### config.mk
export PLATFORM = sky130hd
export DESIGN_NAME = conv_center_scheduler_flat
export DESIGN_NICKNAME = d
export VERILOG_FILES = /design/src/rtl/conv_center_scheduler_if.sv /design/src/rtl/conv_center_scheduler.sv /design/src/flat_wrapper.sv
export SDC_FILE = /design/constraint.sdc
export NUM_CORES = 1
export LEC_CHECK = 0
export CORE_MARGIN = 4
export CORE_UTILIZATION = 59
export DETAILED_ROUTE_END_ITERATION = 12
export PLACE_DENSITY = 0.85
export SYNTH_ARGS = -nofsm -noshare
export SYNTH_HDL_FRONTEND = slang
export SYNTH_SLANG_ARGS = --single-unit
### constraint.sdc
create_clock -name clk -period 7.8 [get_ports clk]
set_input_delay 2.34 -clock clk [delete_from_list [all_inputs] [get_ports clk]]
set_output_delay 2.34 -clock clk [all_outputs]
set_load 0.01 [all_outputs]
### src/rtl/conv_center_scheduler_if.sv
// Bus bundle for conv_center_scheduler: layer control, Allocator fan-out/fan-in
// and the raster-ordered result stream. master = scheduler side, slave = environment.
interface conv_center_scheduler_if #(
  parameter int unsigned NUM_ALLOC = 4,
  parameter int unsigned COORD_W   = 8,
  parameter int unsigned DATA_W    = 18
);
  logic                        start;
  logic [COORD_W-1:0]          img_width;
  logic [COORD_W-1:0]          img_height;
  logic [2:0]                  filter_dim;
  logic                        busy;
  logic                        done;
  logic [COORD_W-1:0]          center_x;
  logic [COORD_W-1:0]          center_y;
  logic [NUM_ALLOC-1:0]        center_write_enable;
  logic [NUM_ALLOC-1:0]        alloc_result_ready;
  logic [NUM_ALLOC*DATA_W-1:0] alloc_result_data;
  logic                        out_valid;
  logic                        out_ready;
  logic [DATA_W-1:0]           out_data;
  logic [COORD_W-1:0]          out_x;
  logic [COORD_W-1:0]          out_y;

  modport master (
    input  start, img_width, img_height, filter_dim,
    input  alloc_result_ready, alloc_result_data, out_ready,
    output busy, done, center_x, center_y, center_write_enable,
    output out_valid, out_data, out_x, out_y
  );

  modport slave (
    output start, img_width, img_height, filter_dim,
    output alloc_result_ready, alloc_result_data, out_ready,
    input  busy, done, center_x, center_y, center_write_enable,
    input  out_valid, out_data, out_x, out_y
  );
endinterface

### src/rtl/conv_center_scheduler.sv
// conv_center_scheduler: walks output centers of one convolution layer in raster
// order, deals them round-robin to NUM_ALLOC Allocators and re-emits the results in
// raster order on a ready/valid stream.
// Optional feature macro: SCHED_STATS_EN adds the stall_cycles counter output.
module conv_center_scheduler #(
  parameter int unsigned NUM_ALLOC = 4,
  parameter int unsigned COORD_W   = 8,
  parameter int unsigned DATA_W    = 18
) (
  input  logic                     clk,
  input  logic                     rst,
  conv_center_scheduler_if.master  bus
`ifdef SCHED_STATS_EN
  ,
  output logic [31:0]              stall_cycles
`endif
);

  localparam int unsigned PTR_W = (NUM_ALLOC > 1) ? $clog2(NUM_ALLOC) : 1;
  localparam logic [PTR_W-1:0] PTR_LAST = PTR_W'(NUM_ALLOC - 1);

  localparam logic [1:0] ST_IDLE   = 2'd0;
  localparam logic [1:0] ST_ISSUE  = 2'd1;
  localparam logic [1:0] ST_DRAIN  = 2'd2;
  localparam logic [1:0] ST_FINISH = 2'd3;

  localparam logic [1:0] SL_FREE = 2'd0;
  localparam logic [1:0] SL_PEND = 2'd1;
  localparam logic [1:0] SL_FULL = 2'd2;

  logic [1:0]           r_state;
  logic                 r_busy;
  logic                 r_done;
  logic [COORD_W-1:0]   r_half;
  logic [COORD_W:0]     r_x_last;
  logic [COORD_W:0]     r_y_last;
  logic [COORD_W-1:0]   r_cx;
  logic [COORD_W-1:0]   r_cy;

  logic [COORD_W-1:0]   r_center_x;
  logic [COORD_W-1:0]   r_center_y;
  logic [NUM_ALLOC-1:0] r_cwe;
  logic [PTR_W-1:0]     r_issue_ptr;
  logic [PTR_W-1:0]     r_retire_ptr;

  logic [1:0]           r_slot_st   [NUM_ALLOC];
  logic [DATA_W-1:0]    r_slot_data [NUM_ALLOC];
  logic [COORD_W-1:0]   r_slot_x    [NUM_ALLOC];
  logic [COORD_W-1:0]   r_slot_y    [NUM_ALLOC];

  logic                 r_out_valid;
  logic [DATA_W-1:0]    r_out_data;
  logic [COORD_W-1:0]   r_out_x;
  logic [COORD_W-1:0]   r_out_y;

  logic [2:0]           w_half_in;
  logic [COORD_W:0]     w_half_ext;
  logic [COORD_W:0]     w_x_last;
  logic [COORD_W:0]     w_y_last;
  logic                 w_empty;
  logic                 w_start_ok;
  logic                 w_issue_free;
  logic                 w_do_issue;
  logic                 w_x_end;
  logic                 w_y_end;
  logic                 w_accept;
  logic                 w_load;
  logic                 w_all_free;

  // Config decode; all bound arithmetic in COORD_W+1 bits so 255-wide images don't wrap.
  assign w_half_in  = bus.filter_dim >> 1;
  assign w_half_ext = {{(COORD_W-2){1'b0}}, w_half_in};
  assign w_x_last   = {1'b0, bus.img_width} - (COORD_W+1)'(1) - w_half_ext;
  assign w_y_last   = {1'b0, bus.img_height} - (COORD_W+1)'(1) - w_half_ext;
  assign w_empty    = ({1'b0, bus.img_width} <= (w_half_ext << 1)) ||
                      ({1'b0, bus.img_height} <= (w_half_ext << 1));
  assign w_start_ok = (r_state == ST_IDLE) && bus.start;

  assign w_issue_free = (r_slot_st[r_issue_ptr] == SL_FREE);
  assign w_do_issue   = (r_state == ST_ISSUE) && w_issue_free;
  assign w_x_end      = ({1'b0, r_cx} == r_x_last);
  assign w_y_end      = ({1'b0, r_cy} == r_y_last);
  assign w_accept     = r_out_valid && bus.out_ready;
  assign w_load       = !r_out_valid && (r_slot_st[r_retire_ptr] == SL_FULL);

  // Drain completes only once every slot has handed its result downstream.
  always_comb begin
    w_all_free = 1'b1;
    for (int i = 0; i < NUM_ALLOC; i++) begin
      if (r_slot_st[i] != SL_FREE) w_all_free = 1'b0;
    end
  end

  // Layer FSM, config latch and raster walk of the next center to issue.
  always_ff @(posedge clk) begin
    if (!rst) begin
      r_state  <= ST_IDLE;
      r_busy   <= 1'b0;
      r_done   <= 1'b0;
      r_half   <= '0;
      r_x_last <= '0;
      r_y_last <= '0;
      r_cx     <= '0;
      r_cy     <= '0;
    end else begin
      case (r_state)
        ST_IDLE: begin
          r_done <= 1'b0;
          if (bus.start) begin
            r_busy   <= 1'b1;
            r_half   <= w_half_ext[COORD_W-1:0];
            r_x_last <= w_x_last;
            r_y_last <= w_y_last;
            r_cx     <= w_half_ext[COORD_W-1:0];
            r_cy     <= w_half_ext[COORD_W-1:0];
            r_state  <= w_empty ? ST_FINISH : ST_ISSUE;
          end
        end
        ST_ISSUE: begin
          if (w_do_issue) begin
            if (w_x_end) begin
              r_cx <= r_half;
              if (w_y_end) r_state <= ST_DRAIN;
              else         r_cy <= r_cy + COORD_W'(1);
            end else begin
              r_cx <= r_cx + COORD_W'(1);
            end
          end
        end
        ST_DRAIN: begin
          if (w_all_free && !r_out_valid) r_state <= ST_FINISH;
        end
        ST_FINISH: begin
          r_done  <= 1'b1;
          r_busy  <= 1'b0;
          r_state <= ST_IDLE;
        end
        default: r_state <= ST_IDLE;
      endcase
    end
  end

  // Issue port: one-cycle one-hot strobe plus shared coordinates; round-robin pointer.
  always_ff @(posedge clk) begin
    if (!rst) begin
      r_cwe       <= '0;
      r_center_x  <= '0;
      r_center_y  <= '0;
      r_issue_ptr <= '0;
    end else begin
      r_cwe <= '0;
      if (w_start_ok) begin
        r_issue_ptr <= '0;
      end else if (w_do_issue) begin
        r_cwe       <= NUM_ALLOC'(1) << r_issue_ptr;
        r_center_x  <= r_cx;
        r_center_y  <= r_cy;
        r_issue_ptr <= (r_issue_ptr == PTR_LAST) ? '0 : r_issue_ptr + PTR_W'(1);
      end
    end
  end

  // Per-slot FREE -> PENDING -> FULL -> FREE; each transition needs a distinct
  // source state, so issue, capture and retire never collide on one slot.
  always_ff @(posedge clk) begin
    if (!rst) begin
      for (int i = 0; i < NUM_ALLOC; i++) begin
        r_slot_st[i]   <= SL_FREE;
        r_slot_data[i] <= '0;
        r_slot_x[i]    <= '0;
        r_slot_y[i]    <= '0;
      end
    end else begin
      for (int i = 0; i < NUM_ALLOC; i++) begin
        if (w_do_issue && (r_issue_ptr == PTR_W'(i))) begin
          r_slot_st[i] <= SL_PEND;
          r_slot_x[i]  <= r_cx;
          r_slot_y[i]  <= r_cy;
        end else if ((r_slot_st[i] == SL_PEND) && bus.alloc_result_ready[i]) begin
          r_slot_st[i]   <= SL_FULL;
          r_slot_data[i] <= bus.alloc_result_data[i*DATA_W +: DATA_W];
        end else if (w_accept && (r_retire_ptr == PTR_W'(i))) begin
          r_slot_st[i] <= SL_FREE;
        end
      end
    end
  end

  // Retire stage: registered output of the slot at retire_ptr, held until accepted.
  always_ff @(posedge clk) begin
    if (!rst) begin
      r_out_valid  <= 1'b0;
      r_out_data   <= '0;
      r_out_x      <= '0;
      r_out_y      <= '0;
      r_retire_ptr <= '0;
    end else if (w_start_ok) begin
      r_retire_ptr <= '0;
    end else if (w_accept) begin
      r_out_valid  <= 1'b0;
      r_retire_ptr <= (r_retire_ptr == PTR_LAST) ? '0 : r_retire_ptr + PTR_W'(1);
    end else if (w_load) begin
      r_out_valid <= 1'b1;
      r_out_data  <= r_slot_data[r_retire_ptr];
      r_out_x     <= r_slot_x[r_retire_ptr];
      r_out_y     <= r_slot_y[r_retire_ptr];
    end
  end

`ifdef SCHED_STATS_EN
  logic [31:0] r_stall;

  // Counts ISSUE cycles blocked by a busy slot; saturating, cleared on each new layer.
  always_ff @(posedge clk) begin
    if (!rst) begin
      r_stall <= '0;
    end else if (w_start_ok) begin
      r_stall <= '0;
    end else if ((r_state == ST_ISSUE) && !w_issue_free && (r_stall != 32'hFFFF_FFFF)) begin
      r_stall <= r_stall + 32'd1;
    end
  end

  assign stall_cycles = r_stall;
`endif

  assign bus.busy                = r_busy;
  assign bus.done                = r_done;
  assign bus.center_x            = r_center_x;
  assign bus.center_y            = r_center_y;
  assign bus.center_write_enable = r_cwe;
  assign bus.out_valid           = r_out_valid;
  assign bus.out_data            = r_out_data;
  assign bus.out_x               = r_out_x;
  assign bus.out_y               = r_out_y;

endmodule

### src/flat_wrapper.sv
// flat-port wrapper written by rule: the top's interface ports become plain ports
module conv_center_scheduler_flat 
#(
  parameter int unsigned NUM_ALLOC = 4,
  parameter int unsigned COORD_W   = 8,
  parameter int unsigned DATA_W    = 18
)
  (clk, rst, bus_start, bus_img_width, bus_img_height, bus_filter_dim, bus_alloc_result_ready, bus_alloc_result_data, bus_out_ready, bus_busy, bus_done, bus_center_x, bus_center_y, bus_center_write_enable, bus_out_valid, bus_out_data, bus_out_x, bus_out_y);
  conv_center_scheduler_if #(.NUM_ALLOC(NUM_ALLOC), .COORD_W(COORD_W), .DATA_W(DATA_W)) bus_i ();
  input  logic clk;
  input  logic rst;
  input wire logic [$bits(bus_i.start)-1:0] bus_start;
  input wire logic [$bits(bus_i.img_width)-1:0] bus_img_width;
  input wire logic [$bits(bus_i.img_height)-1:0] bus_img_height;
  input wire logic [$bits(bus_i.filter_dim)-1:0] bus_filter_dim;
  input wire logic [$bits(bus_i.alloc_result_ready)-1:0] bus_alloc_result_ready;
  input wire logic [$bits(bus_i.alloc_result_data)-1:0] bus_alloc_result_data;
  input wire logic [$bits(bus_i.out_ready)-1:0] bus_out_ready;
  output wire logic [$bits(bus_i.busy)-1:0] bus_busy;
  output wire logic [$bits(bus_i.done)-1:0] bus_done;
  output wire logic [$bits(bus_i.center_x)-1:0] bus_center_x;
  output wire logic [$bits(bus_i.center_y)-1:0] bus_center_y;
  output wire logic [$bits(bus_i.center_write_enable)-1:0] bus_center_write_enable;
  output wire logic [$bits(bus_i.out_valid)-1:0] bus_out_valid;
  output wire logic [$bits(bus_i.out_data)-1:0] bus_out_data;
  output wire logic [$bits(bus_i.out_x)-1:0] bus_out_x;
  output wire logic [$bits(bus_i.out_y)-1:0] bus_out_y;
  assign bus_i.start = bus_start;
  assign bus_i.img_width = bus_img_width;
  assign bus_i.img_height = bus_img_height;
  assign bus_i.filter_dim = bus_filter_dim;
  assign bus_i.alloc_result_ready = bus_alloc_result_ready;
  assign bus_i.alloc_result_data = bus_alloc_result_data;
  assign bus_i.out_ready = bus_out_ready;
  assign bus_busy = bus_i.busy;
  assign bus_done = bus_i.done;
  assign bus_center_x = bus_i.center_x;
  assign bus_center_y = bus_i.center_y;
  assign bus_center_write_enable = bus_i.center_write_enable;
  assign bus_out_valid = bus_i.out_valid;
  assign bus_out_data = bus_i.out_data;
  assign bus_out_x = bus_i.out_x;
  assign bus_out_y = bus_i.out_y;
  conv_center_scheduler #(.NUM_ALLOC(NUM_ALLOC), .COORD_W(COORD_W), .DATA_W(DATA_W)) u_core (.clk(clk), .rst(rst), .bus(bus_i));
endmodule
==> results.py <==
metrics = {
    "pwr": {
        "power.leakage_nw": 4.89,
        "peakVddDrop_mv": 0.152,
        "power-per-cell-area_nw_per_um2": 260,
    },
    "synthesis": {
        "syn_avg_cell_area_um2": 11.5,
        "syn-num-nets": 1079,
        "synthFlopType": "edfxtp_1",
        "seq_area_frac_synth": 0.580,
        "synth-async-reset-ratio": 0,
        "synth_seq_cells": 247,
        "synth.area.top_cells": "edfxtp_1 39%, dfxtp_1 19%, and2_1 7.6%, mux4_2 7.2%, nand2_1 5.3%",
        "synth_edf_count": 144,
        "synth_area_um2": 11000,
        "synth_cells": 955,
        "synth_top_cell_area_share": 0.393,
        "yosysTopAreaCell": "edfxtp_1",
        "yosysUniqueCellTypes": 56,
        "ys_warn_count": 0,
    },
    "worst_setup_path": {
        "cp.arrival_ns": 4.61,
        "cpPeakStageDelay_ns": 0.87,
        "cpLargestDelayFamily": "buffers and inverters",
        "worstPathRequired_ns": 7.94,
        "cp-end-kind": "register",
        "crit_path_start_kind": "input pin",
        "crit_path_frequent_cell": "buf_4",
        "path_class": "in -> reg",
        "cpMaxStageDelayCell": "a21oi_2",
        "setup.worst_path.start": "rst",
        "r2r_start": "u_core.r_slot_st[3][1]$_SDFFCE_PP0P_",
        "cp_max_fo": 25,
        "cp_num_buf_inv": 4,
        "path_cells": "clkdlybuf4s50_1, buf_4, inv_2, nor3_1, buf_4, a21oi_2",
    },
    "floorplanning": {
        "start_util": 0.607,
        "die_w_um": 145,
        "io_pins": 156,
        "die_area_um2": 20900,
        "die_y_um": 145,
        "rows": 49,
        "core_area_um2": 18100,
    },
    "drt": {
        "vias": 7760,
        "remaining_drc_errors": 0,
        "initialDrtViolationCount": 708,
        "postRouteAntennaNets": 0,
        "finalWirelength_um": 25600,
        "firstDrtPassIters": 5,
        "vias_per_cell": 5.78,
        "wl_per_cell_um": 19.1,
    },
    "finish": {
        "layout_commonest_cell": "nand2_1",
        "nNetsFinal": 1218,
        "diodes": 0,
        "final_cell_mix": "155 x nand2_1, 154 x clkdlybuf4s50_1, 144 x edfxtp_1, 134 x and2_1, 102 x dfxtp_1",
        "fin_cells": 1343,
        "drive_gt1_frac": 0.101,
        "area_growth_pct": 23.2,
    },
    "grt": {
        "antenna_found_initial": 0,
        "grt_start_max_net_pins": 40,
        "grt_usage": 0.246,
        "grt_pass1_wl_um": 40000,
        "grt-ovfl-total": 0,
        "grt_pass1_vias": 7638,
    },
    "timing": {
        "layout_min_cycle_time_ns": 4.48,
        "slew_viol_final": 0,
        "period_share": 0.574,
        "fin_setup_tns_ns": 0,
        "setup_viol": 0,
        "worst-slew-pin-transition_ns": 1.19,
        "hold_violations": 0,
        "fin_skew_ns": 0.0133,
        "relSlewSlack": 0.204,
        "max_freq_mhz": 223,
        "rsz0062_at_grt": "no",
    },
    "job": {
        "cap_violations": 0,
    },
    "clocking": {
        "cts_buffers": 26,
        "clkLatencyLatePin_ns": 0.53,
        "cts_buffer_depth": 3,
        "h-tree-depth": 1,
        "cts_root_buffer": "clkbuf_16",
        "cts_tree": "done",
        "post-cts-setup-buffers": 0,
        "cts_resized": 0,
        "cts.sinks": 247,
        "cts.hold.buffers_added": 0,
        "clkSlewWorstSetupHoldPaths_ns": 0.06,
    },
    "placed_design": {
        "place_hpwl_um": 16900,
        "portBuffers": 154,
        "gp_congestion": 0.867,
        "dp_cells": 1295,
    },
    "min_path": {
        "hp-class": "reg -> reg",
        "min_from": "u_core.bus.out_y[0]$_SDFFE_PN0P_",
    },
    "outcome": {
        "outcome": "completed",
    },
}
[final timing paths]
check,slack (ns),to,cells after the start
max reg2reg,4.94,u_core.r_slot_data[2][9]$_SDFFCE_PP0P_,7
min,0.45,u_core.bus.out_y[0]$_SDFFE_PN0P_,2
max,3.32,u_core.r_slot_data[3][8]$_SDFFCE_PN0P_,6
min reg2reg,0.45,u_core.bus.out_y[0]$_SDFFE_PN0P_,2
[synthesized netlist by cell type (2+ instances only)]
cell type  count
nand3b_1       8
xnor2_1       14
o311ai_0       2
nor4_1         8
o21ai_0       10
nor2_2         4
and3_1         4
nand4_1        5
buf_2         21
mux4_2        35
nand2b_1       3
a21oi_1       73
and2_2         3
nand3_1        9
dfxtp_1      103
o22ai_1        3
fa_1           2
clkbuf_1      29
nor2b_1        2
a211oi_1       9
mux2i_1        5
xor2_1        15
nor3_1        14
inv_1         21
edfxtp_1     144
o211ai_1       3
and2_1       134
o21ai_2        3
nand2_1      155
buf_4          3
xnor2_2        2
or3_1          3
a311oi_1       3
buf_6          3
a21o_1         4
nor2_1        41
nor3b_1        4
buf_1          3
ha_1          23
a31oi_1        8
a211o_1        2
[metrics by stage]
step	setup slack [ns]	hold slack [ns]	power [mW]	area [µm²]	util
2_1_floorplan	3.45	0.427	2.07	11000	-
3_3_place_gp	2.86	0.440	2.29	12700	0.700
3_5_place_dp	2.77	0.446	2.31	12700	0.700
4_1_cts	3.32	0.455	3.53	13600	0.747
5_1_grt	3.19	0.471	3.67	13600	0.747
6_report	3.32	0.451	3.52	13600	0.747
[tightest hold or removal path, stage by stage (launching register included)]
cell,delay [ns]
dfxtp_1,0.31
nand2_1,0.05
a21oi_1,0.05
[where the power goes]
part	switching (mW)	total [mW]	internal, mW
combinational	0.405	0.695	0.290
clock	0.495	1.22	0.729
sequential	0.0880	1.60	1.51
total	0.988	3.52	2.53
[metal layers]
| metal | GRT usage | share of wire |
|---|---|---|
| met5 | 0 | 0 |
| met4 | 0.0957 | 0.035 |
| met3 | 0.0327 | 0.061 |
| met2 | 0.429 | 0.51 |
| met1 | 0.313 | 0.40 |
[sequential cells by signal, summed over array words and instances (netlist names), named ones only]
register,flops
u_core.r_y_last,9
u_core.bus.busy,1
u_core.r_x_last,9
u_core.r_slot_y,32
u_core.bus.center_write_enable,4
u_core.r_issue_ptr,2
u_core.r_half,2
u_core.bus.out_y,8
u_core.bus.out_x,8
u_core.bus.out_valid,1
u_core.r_cx,8
u_core.r_slot_data,72
u_core.r_cy,8
u_core.r_slot_x,32
u_core.bus.center_y,8
u_core.r_slot_st,8
u_core.bus.center_x,8
u_core.bus.out_data,18
u_core.r_state,2
u_core.bus.done,1
u_core.r_retire_ptr,2
[final cells by class]
type	count	area (µm²)
sequential	247	6390
fill	1182	4590
multi-input combinational	627	4280
timing repair buffer	171	1670
clock buffer	36	741
tap	229	287
clock inverter	12	113
inverter	21	78.8
[cell families (layout without fill, tap and decap cells)]
logic type / Yosys count / in the layout / share of synthesized area
muxes: 40 / 40 / 0.0762
adders and majority gates: 25 / 25 / 0.0298
and+or+nand+nor: 402 / 402 / 0.184
xor gates and xnor gates: 31 / 31 / 0.0260
AOI/OAI and AO/OA: 129 / 129 / 0.0704
DFF: 247 / 247 / 0.580
buffers and inverters: 81 / 240 / 0.0332
No activity file was read; power rests on OpenSTA's default activity.
